==> config.mk <==
export PLATFORM = sky130hd
export DESIGN_NAME = uart_in_feeder_flat
export DESIGN_NICKNAME = d
export VERILOG_FILES = /design/src/rtl/uart_in_pkg.sv /design/src/rtl/uart_in_feeder_if.sv /design/src/rtl/uart_in_fifo.sv /design/src/rtl/uart_in_feeder.sv /design/src/flat_wrapper.sv
export SDC_FILE = /design/constraint.sdc
export NUM_CORES = 1
export LEC_CHECK = 0
export BUFFER_PORTS_ARGS = -buffer_cell sky130_fd_sc_hd__buf_4
export CORE_MARGIN = 3
export CORE_UTILIZATION = 45
export CTS_BUF_LIST = sky130_fd_sc_hd__clkbuf_8
export DETAILED_ROUTE_END_ITERATION = 10
export HOLD_SLACK_MARGIN = 0.02
export SYNTH_ARGS = -nofsm -noshare
export SYNTH_HDL_FRONTEND = slang
export SYNTH_SLANG_ARGS = --single-unit
export TNS_END_PERCENT = 30
==> constraint.sdc <==
create_clock -name clock -period 6 [get_ports clock]
set_clock_uncertainty 0.1 [all_clocks]
set_input_delay 1.2 -clock clock [delete_from_list [all_inputs] [get_ports clock]]
set_output_delay 1.2 -clock clock [all_outputs]
set_load 0.1 [all_outputs]
==> src/rtl/uart_in_pkg.sv <==
// Shared types for the UART-in feeder: character type, "no data" byte and EOF states.
package uart_in_pkg;

    typedef logic [7:0] uart_char_t;

    localparam uart_char_t UART_EMPTY_CH = 8'hff;

    typedef enum logic [1:0] {
        FEED,
        DRAIN,
        DONE
    } feed_state_e;

endpackage

==> src/rtl/uart_in_feeder_if.sv <==
// Host-push and SoC-read handshake bundle for the UART-in feeder.
// The master is the host/SoC side; the slave is the feeder.
interface uart_in_feeder_if;
    import uart_in_pkg::*;

    logic       host_valid;
    uart_char_t host_ch;
    logic       host_ready;
    logic       host_eof;
    logic       uart_in_valid;
    uart_char_t uart_in_ch;

    modport master (
        output host_valid,
        output host_ch,
        output host_eof,
        output uart_in_valid,
        input  host_ready,
        input  uart_in_ch
    );

    modport slave (
        input  host_valid,
        input  host_ch,
        input  host_eof,
        input  uart_in_valid,
        output host_ready,
        output uart_in_ch
    );

endinterface

==> src/rtl/uart_in_fifo.sv <==
// First-word-fall-through character FIFO; the head entry is visible with zero latency
// and an empty FIFO presents EMPTY_CH.
module uart_in_fifo
    import uart_in_pkg::*;
#(
    parameter int         DEPTH    = 16,
    parameter uart_char_t EMPTY_CH = UART_EMPTY_CH
) (
    input  logic                   clock,
    input  logic                   reset,
    input  logic                   push,
    input  logic                   pop,
    input  uart_char_t             wr_data,
    output uart_char_t             rd_data,
    output logic [$clog2(DEPTH):0] count,
    output logic                   full,
    output logic                   empty
);

    localparam int PTR_W = $clog2(DEPTH);
    localparam logic [PTR_W-1:0] PTR_ONE = 1;
    localparam logic [PTR_W:0]   CNT_ONE = 1;
    localparam logic [PTR_W:0]   CNT_MAX = DEPTH[PTR_W:0];

    uart_char_t       mem_q [DEPTH];
    logic [PTR_W-1:0] head_q, head_d;
    logic [PTR_W-1:0] tail_q, tail_d;
    logic [PTR_W:0]   count_q, count_d;
    logic             push_ok;
    logic             pop_ok;

    assign full    = (count_q == CNT_MAX);
    assign empty   = (count_q == '0);
    assign push_ok = push && !full;
    assign pop_ok  = pop && !empty;
    assign count   = count_q;
    assign rd_data = empty ? EMPTY_CH : mem_q[head_q];

    always_comb begin
        head_d  = head_q;
        tail_d  = tail_q;
        count_d = count_q;
        if (push_ok) begin
            tail_d = tail_q + PTR_ONE;
        end
        if (pop_ok) begin
            head_d = head_q + PTR_ONE;
        end
        case ({push_ok, pop_ok})
            2'b10:   count_d = count_q + CNT_ONE;
            2'b01:   count_d = count_q - CNT_ONE;
            default: count_d = count_q;
        endcase
    end

    always_ff @(posedge clock) begin
        if (!reset) begin
            head_q  <= '0;
            tail_q  <= '0;
            count_q <= '0;
        end else begin
            head_q  <= head_d;
            tail_q  <= tail_d;
            count_q <= count_d;
        end
    end

    // Storage needs no reset: entries are only observable once counted.
    always_ff @(posedge clock) begin
        if (push_ok) begin
            mem_q[tail_q] <= wr_data;
        end
    end

endmodule

==> src/rtl/uart_in_feeder.sv <==
// Feeds host console characters to the SoC UART-in port and tracks end-of-input.
// Optional macro UART_IN_ECHO_EN adds a registered echo of every delivered character.
module uart_in_feeder
    import uart_in_pkg::*;
#(
    parameter int         DEPTH    = 16,
    parameter uart_char_t EMPTY_CH = UART_EMPTY_CH
) (
    input  logic                   clock,
    input  logic                   reset,
    uart_in_feeder_if.slave        bus,
    output logic [$clog2(DEPTH):0] fifo_count,
    output logic [31:0]            delivered,
    output logic                   drained
`ifdef UART_IN_ECHO_EN
    ,
    output logic                   echo_valid,
    output uart_char_t             echo_ch
`endif
);

    localparam logic [$clog2(DEPTH):0] CNT_ONE = 1;

    feed_state_e state_q;
    logic        drained_q;
    logic [31:0] delivered_q, delivered_d;
    logic        fifo_full;
    logic        fifo_empty;
    uart_char_t  rd_data;
    logic        push;
    logic        pop;
    logic        next_empty;

    assign bus.host_ready = !fifo_full && (state_q == FEED);
    assign push           = bus.host_valid && bus.host_ready;
    assign pop            = bus.uart_in_valid && !fifo_empty;
    assign bus.uart_in_ch = rd_data;
    assign delivered      = delivered_q;
    assign drained        = drained_q;

    // Occupancy after this edge is zero: either nothing arrives into an empty FIFO,
    // or the last entry leaves with no push alongside it.
    assign next_empty = !push && (fifo_empty || (pop && (fifo_count == CNT_ONE)));

    uart_in_fifo #(
        .DEPTH    (DEPTH),
        .EMPTY_CH (EMPTY_CH)
    ) u_fifo (
        .clock   (clock),
        .reset   (reset),
        .push    (push),
        .pop     (pop),
        .wr_data (bus.host_ch),
        .rd_data (rd_data),
        .count   (fifo_count),
        .full    (fifo_full),
        .empty   (fifo_empty)
    );

    always_comb begin
        delivered_d = delivered_q;
        if (pop) begin
            delivered_d = delivered_q + 32'd1;
        end
    end

    always_ff @(posedge clock) begin
        if (!reset) begin
            delivered_q <= '0;
        end else begin
            delivered_q <= delivered_d;
        end
    end

    // An EOF that leaves nothing behind skips DRAIN, otherwise DRAIN would never see a pop.
    always_ff @(posedge clock) begin
        if (!reset) begin
            state_q   <= FEED;
            drained_q <= 1'b0;
        end else begin
            case (state_q)
                FEED: begin
                    if (bus.host_eof) begin
                        if (next_empty) begin
                            state_q   <= DONE;
                            drained_q <= 1'b1;
                        end else begin
                            state_q <= DRAIN;
                        end
                    end
                end
                DRAIN: begin
                    if (pop && next_empty) begin
                        state_q   <= DONE;
                        drained_q <= 1'b1;
                    end
                end
                DONE: begin
                    drained_q <= 1'b1;
                end
                default: begin
                    state_q   <= FEED;
                    drained_q <= 1'b0;
                end
            endcase
        end
    end

`ifdef UART_IN_ECHO_EN
    logic       echo_valid_q, echo_valid_d;
    uart_char_t echo_ch_q, echo_ch_d;

    always_comb begin
        echo_valid_d = pop;
        echo_ch_d    = echo_ch_q;
        if (pop) begin
            echo_ch_d = rd_data;
        end
    end

    always_ff @(posedge clock) begin
        if (!reset) begin
            echo_valid_q <= 1'b0;
            echo_ch_q    <= '0;
        end else begin
            echo_valid_q <= echo_valid_d;
            echo_ch_q    <= echo_ch_d;
        end
    end

    assign echo_valid = echo_valid_q;
    assign echo_ch    = echo_ch_q;
`endif

endmodule

==> src/flat_wrapper.sv <==
// flat-port wrapper written by rule: the top's interface ports become plain ports
module uart_in_feeder_flat import uart_in_pkg::*;
#(
    parameter int         DEPTH    = 16,
    parameter uart_char_t EMPTY_CH = UART_EMPTY_CH
)
  (clock, reset, fifo_count, delivered, drained, bus_host_valid, bus_host_ch, bus_host_eof, bus_uart_in_valid, bus_host_ready, bus_uart_in_ch);
  uart_in_feeder_if bus_i ();
  input  logic clock;
  input  logic reset;
  output logic [$clog2(DEPTH):0] fifo_count;
  output logic [31:0] delivered;
  output logic drained;
  input wire logic [$bits(bus_i.host_valid)-1:0] bus_host_valid;
  input wire logic [$bits(bus_i.host_ch)-1:0] bus_host_ch;
  input wire logic [$bits(bus_i.host_eof)-1:0] bus_host_eof;
  input wire logic [$bits(bus_i.uart_in_valid)-1:0] bus_uart_in_valid;
  output wire logic [$bits(bus_i.host_ready)-1:0] bus_host_ready;
  output wire logic [$bits(bus_i.uart_in_ch)-1:0] bus_uart_in_ch;
  assign bus_i.host_valid = bus_host_valid;
  assign bus_i.host_ch = bus_host_ch;
  assign bus_i.host_eof = bus_host_eof;
  assign bus_i.uart_in_valid = bus_uart_in_valid;
  assign bus_host_ready = bus_i.host_ready;
  assign bus_uart_in_ch = bus_i.uart_in_ch;
  uart_in_feeder #(.DEPTH(DEPTH), .EMPTY_CH(EMPTY_CH)) u_core (.clock(clock), .reset(reset), .bus(bus_i), .fifo_count(fifo_count), .delivered(delivered), .drained(drained));
endmodule
[After elaboration in Yosys (flattened, before gate mapping)]
Memories as Yosys holds them, arrays and structs flattened. A register that Yosys moved wholly into a read port is not among the register bits.
Cells that the tools add are included.
Operators by class
  mux-type cells: 14
  reduce and logical (&&, ||, !) cells: 17
  equality and inequality tests: 9
  add/sub/neg operators: 5
  bitwise logic cells: 1
Operator list (count)
  $add A32 B1 Y32 const B: 1
  $pmux W5 S2: 1
  $add A4 B1 Y4 const B: 2
  $logic_and A1 B1 Y1: 8
  $mux W4: 2
  $mux W8: 1
  $mux W2: 3
  $pmux W2 S3: 1
  $reduce_and A3 Y1: 2
  $add A5 B1 Y5 const B: 1
  $eq A5 B1 Y1 const B: 1
  $eq A5 B5 Y1 const B: 1
  $logic_not A5 Y1: 1
  $mux W1: 5
  $sub A5 B1 Y5 const B: 1
  $eq A2 B1 Y1 const B: 2
  $eq A2 B2 Y1 const B: 2
  $ne A2 B1 Y1 const B: 2
  $logic_not A1 Y1: 3
  $pmux W1 S3: 1
  $logic_not A2 Y1: 1
  $ne A2 B2 Y1 const B: 1
  $reduce_bool A2 Y1: 1
  $logic_or A1 B1 Y1: 1
  $not A1 Y1: 1
Word-level totals
  input bits: 13
  bits in writable memories: 128
  output and inout bits: 47
  word-level logic and storage cells: 53
  memories: 1
  flip-flop bits (word level): 48
Memory list
  u_core.u_fifo.mem_q: depth 16, bits a word 8, rd ports 1, clocked after memory_dff 1, wr ports 1, line uart_in_fifo.sv:25  | uart_char_t mem_q [DEPTH];

[Logic depth before layout (Yosys ltp)]
  depth after elaboration: 9
  depth in mapped cells: 12
  depth with buffers taken out: 10

[Hierarchy]
From an unflattened synthesis, not the netlist that was laid out.
Unflattened totals
  cell total of the unflattened synthesis: 541
  area total of the unflattened synthesis: 7777.5 sq um
Modules (own cells, without submodules)
  uart_in_fifo: cells each 337, times used 1, area an instance 6039.5 sq um, seq. area each 4184.0 sq um
  uart_in_feeder: cells each 204, times used 1, area an instance 1737.9 sq um, seq. area each 700.7 sq um

[Worst setup path after synthesis]
OpenSTA, ideal clock, no wires.
  kind: reg-to-output
  start: reg (tool-made name)
  end: out bus_uart_in_ch[0]
  setup slack: 1.530 ns
  cell stages (with the launch flop): 6
  data required time: 4.700 ns
  data arrival time: 3.170 ns
  buffers on the path: 2
  cell sequence: dfxtp_1 > clkbuf_1 > buf_2 > mux4_2 > mux2i_1 > o21ai_0
RTL lines
  end: declaration: line flat_wrapper.sv:19  | output wire logic [$bits(bus_i.uart_in_ch)-1:0] bus_uart_in_ch;

==> results.py <==
metrics = {
    "outcome": {
        "status": "finished clean",
    },
    "detailed_routing": {
        "via_per_inst": 5.55,
        "drtAntennaViolNets": 0,
        "drt_iter0_markers": 255,
        "wire_per_inst_um": 18.9,
        "dr.pass1.iters": 4,
        "routed_wl_um": 15100,
        "vias": 4443,
        "drc": 0,
    },
    "logic_synthesis": {
        "synth_area_sq_mm": 0.00749,
        "synth.largest_area_cell": "edfxtp_1",
        "synth.most_common_cell": "edfxtp_1",
        "synth_top_area_share_pct": 51.3,
        "ys_top_cells_by_count": "128 x edfxtp_1, 52 x dfxtp_1, 38 x a21oi_1",
        "ys_ff_latch": 180,
        "netlist_instances": 516,
        "synth_nets": 540,
        "ys.warnings.count": 0,
        "avgSynthCellArea_sq_um": 14.5,
        "seq_area_frac_synth_pct": 65.2,
        "synth_edf_count": 128,
        "async_flop_share_pct": 0,
        "synth_cell_type_count": 45,
        "synthTopCellsByArea": "edfxtp_1 51%, dfxtp_1 14%, mux4_2 9.9%",
        "ys.flop_type": "edfxtp_1",
    },
    "setup_path": {
        "cpMostUsedCell": "buf_4",
        "path_cells": "buf_4 > mux4_2 > mux2_2 > a21oi_1 > o21ai_0 > buf_4",
        "crit_arrival_ns": 3.01,
        "critPathKind": "reg -> out",
        "worstPathRequired_ns": 4.70,
        "cp-end-kind": "output pin",
        "critPathLaunchType": "flop",
        "cp_slowest_cell": "dfxtp_1",
        "slowest_delay_ns": 0.87,
        "crit_fanout": 13,
    },
    "layout": {
        "fillers": 1359,
        "final_core_util_pct": 53.0,
        "area_delta_synth_final_pct": 13.9,
        "nets": 596,
        "stdcell_count": 801,
        "antenna_cells": 0,
        "drive_gt1_share_pct": 24.6,
    },
    "placement": {
        "dp_hpwl_um": 9760,
        "place_inst": 769,
        "port_buffers": 59,
        "place_congestion": 0.744,
    },
    "run": {
        "drv_cap": 0,
    },
    "global_routing": {
        "overflow": 0,
        "grt_usage_pct": 17.3,
        "antenna_found_initial": 0,
        "grt_max_degree": 50,
        "grt_pass1_vias": 4515,
        "grt_first_pass_wirelength_um": 24100,
    },
    "sta": {
        "fin_tns_setup_ns": 0,
        "rsz0062_at_grt": "no",
        "hold_viol_final": 0,
        "maxSlewViolCount": 0,
        "period_share_pct": 71.9,
        "setup_viol": 0,
        "min_period_ns": 4.31,
        "fmax_mhz": 232,
        "tightest_slew_ns": 0.989,
        "relSlewSlack_pct": 33.8,
    },
    "clocking": {
        "insertion_delay_ns": 0.43,
        "h-tree-depth": 4,
        "cts-root-buf": "clkbuf_8",
        "clk_pin_slew_ns": 0.09,
        "cts.sinks": 180,
        "cts_buffers": 17,
        "post-cts-setup-buffers": 0,
        "postCtsHoldBufs": 0,
        "post_cts_resized": 0,
        "cts_tree": "yes",
        "cts_buffer_depth": 2,
    },
    "floorplan": {
        "row_count": 46,
        "core-area_sq_mm": 0.0161,
        "fp.dieH_um": 135,
        "die_w_um": 135,
        "initial_core_util_pct": 46.5,
        "fp.dieArea_sq_mm": 0.0182,
        "ios": 60,
    },
    "pwr": {
        "pwr-share-comb_pct": 33.2,
        "power_switching_mw": 1.31,
        "clkPwrFrac_pct": 23.3,
        "p_int_mw": 2.14,
        "power_mw": 3.45,
        "switching_share_pct": 37.9,
        "pwr-share-seq_pct": 43.5,
        "irDropWorstVdd_uv": 439,
        "p_leak_nw": 2.79,
        "power_density_mw_per_mm2": 405,
    },
    "min_path": {
        "hp-class": "reg -> reg",
    },
}
-- layout by cell type (no fill, tap or decap), types with 2 or more instances in the layout --
| master | netlist | layout |
|---|---|---|
| buf_4 | 0 | 65 |
| nor3_1 | 7 | 5 |
| or4_1 | 13 | 13 |
| nand4b_1 | 3 | 3 |
| or3_1 | 12 | 12 |
| a211oi_1 | 2 | 2 |
| and2_1 | 3 | 3 |
| o21ai_0 | 20 | 20 |
| edfxtp_1 | 128 | 128 |
| nor3_2 | 0 | 2 |
| nand2_1 | 20 | 20 |
| mux2_2 | 7 | 7 |
| xnor2_1 | 7 | 7 |
| nor4_1 | 2 | 2 |
| mux2i_1 | 8 | 8 |
| nand4_2 | 2 | 2 |
| nand3_1 | 17 | 17 |
| nor2_1 | 33 | 33 |
| a21oi_1 | 38 | 38 |
| and3_1 | 6 | 6 |
| inv_6 | 0 | 6 |
| and4_1 | 4 | 4 |
| nand2b_1 | 3 | 3 |
| clkbuf_8 | 0 | 17 |
| nand4_1 | 11 | 11 |
| mux4_2 | 33 | 33 |
| ha_1 | 11 | 11 |
| nand4bb_1 | 2 | 2 |
| dfxtp_1 | 52 | 51 |
| inv_1 | 9 | 12 |
| o31ai_1 | 12 | 12 |
| xor2_1 | 10 | 10 |
| bufinv_16 | 0 | 2 |
| clkinvlp_4 | 0 | 3 |
-- layout make-up --
| cell class | count | area, sq um | share of cell area, % |
|---|---|---|---|
| clock inverter | 15 | 155 | 1.82 |
| inverter | 9 | 33.8 | 0.396 |
| sequential | 180 | 4890 | 57.2 |
| multi-input combinational | 299 | 2470 | 28.9 |
| timing repair buffer | 65 | 488 | 5.72 |
| tap | 216 | 270 | 3.17 |
| clock buffer | 17 | 234 | 2.74 |
-- logic make-up (layout without fill, tap and decap cells) --
family | Yosys count | count (layout) | share of synthesized area [%]
AOI/OAI and AO/OA | 78 | 78 | 5.93
xor gates and xnor gates | 17 | 17 | 1.99
adders and majority gates | 11 | 11 | 1.84
buffers and inverters | 37 | 106 | 2.05
DFF | 180 | 180 | 65.2
muxes | 48 | 48 | 12.0
and+or+nand+nor | 145 | 145 | 11.0
-- flip-flops by register name (all words and copies together), names as in the netlist, named ones only --
name,flops
u_core.u_fifo.head_q,4
u_core.delivered,32
u_core.state_q,2
u_core.drained,1
u_core.u_fifo.tail_q,4
u_core.u_fifo.count,5
u_core.u_fifo.mem_q,128
-- critical path: cells and delay by family (launching register included) --
kind / cells / cell delay [ns]
compound gates: 2 / 0.25
buf+inv: 2 / 0.67
flops: 1 / 0.87
mux: 2 / 0.80
-- worst paths after layout --
kind,end,cells past startpoint,start,slack [ns]
worst max-delay path,bus_uart_in_ch[4],6,flop,1.69
worst min-delay path,u_core.delivered[31]$_SDFFE_PN0P_,2,u_core.delivered[31]$_SDFFE_PN0P_,0.39
worst max register to register,u_core.u_fifo.count[3]$_SDFFE_PN0P_,10,u_core.u_fifo.count[0]$_SDFFE_PN0P_,2.76
worst min register to register,u_core.delivered[31]$_SDFFE_PN0P_,2,u_core.delivered[31]$_SDFFE_PN0P_,0.39
-- power groups by stage --
| stage | clock network [mW] | registers (mW) | logic, mW |
|---|---|---|---|
| after global routing | 0.886 | 1.52 | 1.22 |
| after detailed placement | 0 | 1.54 | 1.15 |
| after global placement | 0 | 1.53 | 1.14 |
| after CTS | 0.832 | 1.51 | 1.16 |
| after floorplan | 0 | 1.60 | 0.824 |
| final | 0.805 | 1.50 | 1.15 |
-- routing by layer --
layer | vias up | share of wire (%) | track usage (%)
li1 | 2129 | - | -
met1 | 2227 | 44 | 23.2
met2 | 85 | 52 | 29.0
met3 | 2 | 4.3 | 3.13
met4 | 0 | 0.29 | 5.21
met5 | - | 0 | 0
-- metrics by stage --
step / instance area [sq um] / hold slack (ns) / setup WS (ns)
floorplan: 7490 / 0.363 / 1.53
finish: 8540 / 0.394 / 1.69
detailed placement: 8150 / 0.382 / 2.05
global route: 8540 / 0.420 / 1.41
CTS: 8540 / 0.395 / 1.55
global placement: 8150 / 0.367 / 2.10
No activity file was read; power rests on OpenSTA's default activity.
